[config.mk]
export PLATFORM = sky130hd
export DESIGN_NAME = accel_filter_sampler
export DESIGN_NICKNAME = d
export VERILOG_FILES = /design/src/rtl/accel_filter_sampler.sv
export SDC_FILE = /design/constraint.sdc
export NUM_CORES = 1
export LEC_CHECK = 0
export CAP_MARGIN = 5
export CORE_MARGIN = 1.5
export CORE_UTILIZATION = 45
export CTS_CLUSTER_DIAMETER = 150
export DETAILED_ROUTE_END_ITERATION = 10
export GPL_TIMING_DRIVEN = 0
export PLACE_DENSITY_LB_ADDON = 0.25
export SYNTH_ARGS = -nofsm -noshare
export SYNTH_HDL_FRONTEND = slang
export SYNTH_SLANG_ARGS = --single-unit
[constraint.sdc]
create_clock -name clk -period 6.96 [get_ports clk]
set_input_delay 1.74 -clock clk [delete_from_list [all_inputs] [get_ports clk]]
set_output_delay 1.74 -clock clk [all_outputs]
set_load 0.03 [all_outputs]
[src/rtl/accel_filter_sampler.sv]
// Accelerometer output stage: per-channel moving average over 2^LOG_DEPTH sample sets,
// republished as saturated OUT_W-bit values on a programmable refresh tick.
module accel_filter_sampler #(
    parameter int NUM_CH      = 3,
    parameter int IN_W        = 16,
    parameter int OUT_W       = 10,
    parameter int LOG_DEPTH   = 2,
    parameter int REFRESH_DIV = 5000000
) (
    input  logic                      clk,
    input  logic                      rst,
    input  logic [NUM_CH*IN_W-1:0]    data_in,
    input  logic                      data_update,
    input  logic                      freeze,
    output logic [NUM_CH*OUT_W-1:0]   data_out,
    output logic                      out_valid,
    output logic                      busy,
    output logic                      filled,
    output logic                      overrun
);

    localparam int DEPTH  = 1 << LOG_DEPTH;
    localparam int SUM_W  = IN_W + LOG_DEPTH;
    localparam int CH_W   = (NUM_CH > 1) ? $clog2(NUM_CH) : 1;
    localparam int CNT_W  = (REFRESH_DIV > 1) ? $clog2(REFRESH_DIV) : 1;
    localparam int FILL_W = LOG_DEPTH + 1;

    localparam logic signed [IN_W-1:0] SAT_MAX = {{(IN_W-OUT_W+1){1'b0}}, {(OUT_W-1){1'b1}}};
    localparam logic signed [IN_W-1:0] SAT_MIN = {{(IN_W-OUT_W+1){1'b1}}, {(OUT_W-1){1'b0}}};

    typedef enum logic [1:0] {IDLE, ACCUM, COMMIT} state_t;

    state_t                   state_q, state_d;
    logic [CH_W-1:0]          ch_idx_q, ch_idx_d;
    logic [LOG_DEPTH-1:0]     wptr_q;
    logic [FILL_W-1:0]        fill_q;
    logic [CNT_W-1:0]         cnt_q, cnt_d;
    logic                     overrun_q, overrun_d;
    logic                     out_valid_q, out_valid_d;
    logic [NUM_CH*OUT_W-1:0]  data_out_q, data_out_d;
    logic [NUM_CH*OUT_W-1:0]  sat_pack;

    logic signed [IN_W-1:0]   stage_q [NUM_CH];
    logic signed [IN_W-1:0]   ring_q  [NUM_CH][DEPTH];
    logic signed [SUM_W-1:0]  sum_q   [NUM_CH];
    logic signed [IN_W-1:0]   avg_q   [NUM_CH];

    logic                     accept, tick, filled_w, load_out;
    logic signed [IN_W-1:0]   cur_new, cur_old;
    logic signed [SUM_W-1:0]  sum_nxt;

    function automatic logic [OUT_W-1:0] saturate(input logic signed [IN_W-1:0] a);
        logic [OUT_W-1:0] r;
        if (a > SAT_MAX)
            r = SAT_MAX[OUT_W-1:0];
        else if (a < SAT_MIN)
            r = SAT_MIN[OUT_W-1:0];
        else
            r = a[OUT_W-1:0];
        return r;
    endfunction

    // FSM: state register
    always_ff @(posedge clk or negedge rst) begin
        if (!rst) begin
            state_q  <= IDLE;
            ch_idx_q <= '0;
        end else begin
            state_q  <= state_d;
            ch_idx_q <= ch_idx_d;
        end
    end

    // FSM: next state
    always_comb begin
        state_d  = state_q;
        ch_idx_d = ch_idx_q;
        case (state_q)
            IDLE: begin
                if (data_update) begin
                    state_d  = ACCUM;
                    ch_idx_d = '0;
                end
            end
            ACCUM: begin
                if (ch_idx_q == CH_W'(NUM_CH - 1))
                    state_d = COMMIT;
                else
                    ch_idx_d = ch_idx_q + 1'b1;
            end
            COMMIT:  state_d = IDLE;
            default: state_d = IDLE;
        endcase
    end

    // FSM: outputs
    always_comb begin
        busy = (state_q != IDLE);
    end

    assign accept   = (state_q == IDLE) && data_update;
    assign tick     = (cnt_q == CNT_W'(REFRESH_DIV - 1));
    assign filled_w = (fill_q == FILL_W'(DEPTH));
    assign load_out = tick && filled_w && !freeze;

    // Running sum swaps the oldest ring entry for the new sample, one channel per cycle.
    always_comb begin
        cur_new = stage_q[ch_idx_q];
        cur_old = ring_q[ch_idx_q][wptr_q];
        sum_nxt = sum_q[ch_idx_q] + SUM_W'(cur_new) - SUM_W'(cur_old);
    end

    always_comb begin
        sat_pack = '0;
        for (int c = 0; c < NUM_CH; c++)
            sat_pack[c*OUT_W +: OUT_W] = saturate(avg_q[c]);
    end

    always_comb begin
        cnt_d       = tick ? '0 : cnt_q + 1'b1;
        overrun_d   = overrun_q | (data_update && busy);
        out_valid_d = load_out;
        data_out_d  = load_out ? sat_pack : data_out_q;
    end

    always_ff @(posedge clk or negedge rst) begin
        if (!rst) begin
            for (int c = 0; c < NUM_CH; c++) begin
                stage_q[c] <= '0;
                sum_q[c]   <= '0;
                avg_q[c]   <= '0;
                for (int d = 0; d < DEPTH; d++)
                    ring_q[c][d] <= '0;
            end
            wptr_q <= '0;
            fill_q <= '0;
        end else begin
            if (accept) begin
                for (int c = 0; c < NUM_CH; c++)
                    stage_q[c] <= data_in[c*IN_W +: IN_W];
            end
            if (state_q == ACCUM) begin
                sum_q[ch_idx_q]          <= sum_nxt;
                ring_q[ch_idx_q][wptr_q] <= cur_new;
            end
            if (state_q == COMMIT) begin
                // Dropping the low LOG_DEPTH bits of a signed sum is floor division.
                for (int c = 0; c < NUM_CH; c++)
                    avg_q[c] <= sum_q[c][SUM_W-1:LOG_DEPTH];
                wptr_q <= wptr_q + 1'b1;
                if (!filled_w)
                    fill_q <= fill_q + 1'b1;
            end
        end
    end

    always_ff @(posedge clk or negedge rst) begin
        if (!rst) begin
            cnt_q       <= '0;
            overrun_q   <= 1'b0;
            out_valid_q <= 1'b0;
            data_out_q  <= '0;
        end else begin
            cnt_q       <= cnt_d;
            overrun_q   <= overrun_d;
            out_valid_q <= out_valid_d;
            data_out_q  <= data_out_d;
        end
    end

    assign data_out  = data_out_q;
    assign out_valid = out_valid_q;
    assign filled    = filled_w;
    assign overrun   = overrun_q;

endmodule

==> metrics <==
Worst Path Arrival 5910 ps; yosys warns 0; top cell type's share of synthesized area 53.83%; Post-CTS Hold Fix Bufs 0; first-pass GRT wire length 79,160 um; Setup Buffers After CTS 0; min Tclk post-route 5491 ps; mapped cell area 0.01887 mm^2; max_cap viols 0; Worst Hold Path Cells 1; reg-to-reg startpoint ch_idx_q[1]$_DFFE_PN0P_; IO Port Bufs 85; io pins 86; Placed Cells 2,515; die width 207.8 um; largest net degree at the start of global routing 133; GP Congestion 0.9388; worst-margin pin slew 954.1 ps; Tcrit/Tclk final 78.90%; fillers 3,715; achievable frequency 182.1 MHz; Finished Core Util 53.23%; ranking of synthesized cells by area dfrtp_1, nand2_1, o21ai_0; cell taking the most area after synthesis dfrtp_1; Mapped Cells 1,895; CTS Root Cell clkbuf_16; skew final 17.43 ps; total gr overflow 0; #FFs+latches synth 406; CP max FO 10; Worst setup startpoint ch_idx_q[1]$_DFFE_PN0P_; area grow syn2layout 15.94%; Longest Clk Path Bufs 3; final hold violation count 0; Syn Nets 1,993; WS Path Type reg2reg; CP peak stage delay 750 ps; Final ANT Viol Nets 0; clock-pin slew on the worst setup and hold paths 60 ps; R2R depth 14; Worst-Skew Late Latency 570 ps; initial antenna violation count 0; most used cell along the critical path o21ai_0; routed vias/inst 5.476; post-CTS sizing 0; Slowest-stage cell, CP buf_1; WP data required 7380 ps; RSZ-0062 raised after global routing false; gr usage total 23.37%; die area 0.04318 mm^2; average size of a mapped cell 9.960 um^2; Setup violations, final 0; Slew Viols, Final 0; htree depth 2; HPWL Detailed 34,740 um; diodes inserted 0; Reg area 0.01016 mm^2; Async SR Flop Fraction 100.0%; Initial Util 45.91%; NumNets Final 2,126; Startpoint Class flip-flop; Post-synth EDFFs 0; total wire length 49,160 um; post-synthesis cell type count 49; crit-path cells clkbuf_1 > buf_1 > mux4_2 > mux2i_1 > o21ai_0 > fa_1 > inv_1 > ha_1 > a21oi_1 > o21ai_0 > a221o_1 > a21oi_1 > xor2_1 > o21ai_0; Max-slew headroom 36.39%; HP Start overrun$_DFF_PN0_; status completed; total CTS buffers 43; drt first-iter violations 1,136; register area share after synthesis 53.83%; Most used DFF post-synth dfrtp_1; worst hold-check path type reg2reg; final non-filler cell total 2,590; layout cells sized above 1 9.281%; DIE HEIGHT 207.8 um; footprint of the multi-input gates 0.008056 mm^2; CTS tree done; clk sinks 406; Row Count 74; TritonRoute pass-1 iters 5; CP endpoint kind flip-flop; Core Footprint 0.04111 mm^2; vias in the first global route 14.22k; post-route DRC violation count 0; WL per Instance 18.98 um; DR vias 14.18k
[cells by family after synthesis]
| logic type | share of synthesized area, % |
|---|---|
| AO/OA/AOI/OAI | 10.94 |
| multiplexers | 11.49 |
| flip-flops | 53.83 |
| adder cells (fa/ha/maj) | 3.726 |
| AND/OR/NAND/NOR | 14.85 |
| XOR/XNOR | 1.671 |
| buffers and inverters | 3.487 |
[registers in the layout (all words and copies together) (netlist names)]
signal,count
avg_q,48
overrun,1
sum_q,54
ring_q,192
cnt_q,23
data_out,30
stage_q,48
fill_q,3
ch_idx_q,2
wptr_q,2
out_valid,1
state_q,2
[metal layers]
layer / track usage, % / up-vias / wire, um
met1: 31.33 / 7007 / 21240
met2: 38.14 / 410 / 23220
met3: 3.570 / 96 / 2857
met4: 9.615 / 0 / 1847
met5: 0 / - / 0
li1: - / 6669 / -
[layout make-up]
cell class / count / area share, %
clock buffer: 58 / 5.592
tap: 532 / 3.042
sequential: 406 / 46.43
inverter: 42 / 0.7204
timing repair buffer: 88 / 4.288
multi-input combinational: 1326 / 36.82
buffer: 121 / 2.287
clock inverter: 17 / 0.8290
[cell usage in the layout, fill, tap and decap left out, drive strengths merged, types with 2 or more instances in the layout]
cell and count:
nand2 548, nand4 13, ha 29, dfrtp 406, o21ai 315, inv 44, a31oi 6, nor4 5
fa 17, mux4 48, bufinv 3, clkinv 11, and3 7, and2 6, buf 22, xor2 16
o21a 2, xnor2 20, or4 2, mux2i 48, and4 5, nand2b 2, nor2b 3, clkdlybuf4s50 84
nand4b 3, nor4b 2, a21oi 62, a21o 5, nor2 72, or3 2, clkbuf 161, nor3 10
o41ai 2, mux2 53, nand3 15
[worst paths after layout]
path,to,slack [ps]
max in group asynchronous,ring_q[142]$_DFFE_PN0P_,4370
min in group asynchronous,data_out[29]$_DFFE_PN0P_,1090
min reg2reg,overrun$_DFF_PN0_,460
min,overrun$_DFF_PN0_,460
max,sum_q[15]$_DFFE_PN0P_,1470
max reg2reg,sum_q[15]$_DFFE_PN0P_,1470
[synthesized netlist by cell type (all sizes together), types with 2 or more instances]
master / instances
a21oi: 62
and3: 7
a21o: 5
or3: 2
nor2b: 3
ha: 29
mux2i: 48
fa: 17
xor2: 16
nor4b: 2
mux2: 53
nor2: 72
nand2: 548
or4: 2
dfrtp: 406
nand3: 15
o21a: 2
o41ai: 2
nand4b: 3
xnor2: 20
and2: 6
nor4: 5
clkbuf: 103
nand2b: 2
nor3: 10
mux4: 48
nand4: 13
a31oi: 6
buf: 18
and4: 5
o21ai: 315
inv: 42
[critical path, delay by kind of cell, from the launching register on]
kind	cells	cell delay, ps
adder cells (fa/ha/maj)	2	940
XOR/XNOR	1	330
AO/OA/AOI/OAI	6	1620
flip-flops	1	350
multiplexers	2	1000
buffers and inverters	3	1080
[metrics by stage]
step	instance area, um^2	setup TNS [ps]	setup slack, ps	hold WS, ps
global route	21880	0	1144	493.7
finish	21880	0	1469	459.0
CTS	21880	0	1533	465.1
detailed placement	20480	0	1573	443.0
global placement	20390	-5336820	-13200	437.0
floorplan	18870	0	2899	444.6
Power is left out: the tool's default activity adds up to more than one toggle a clock period on the data nets, which glitch-free logic cannot reach.
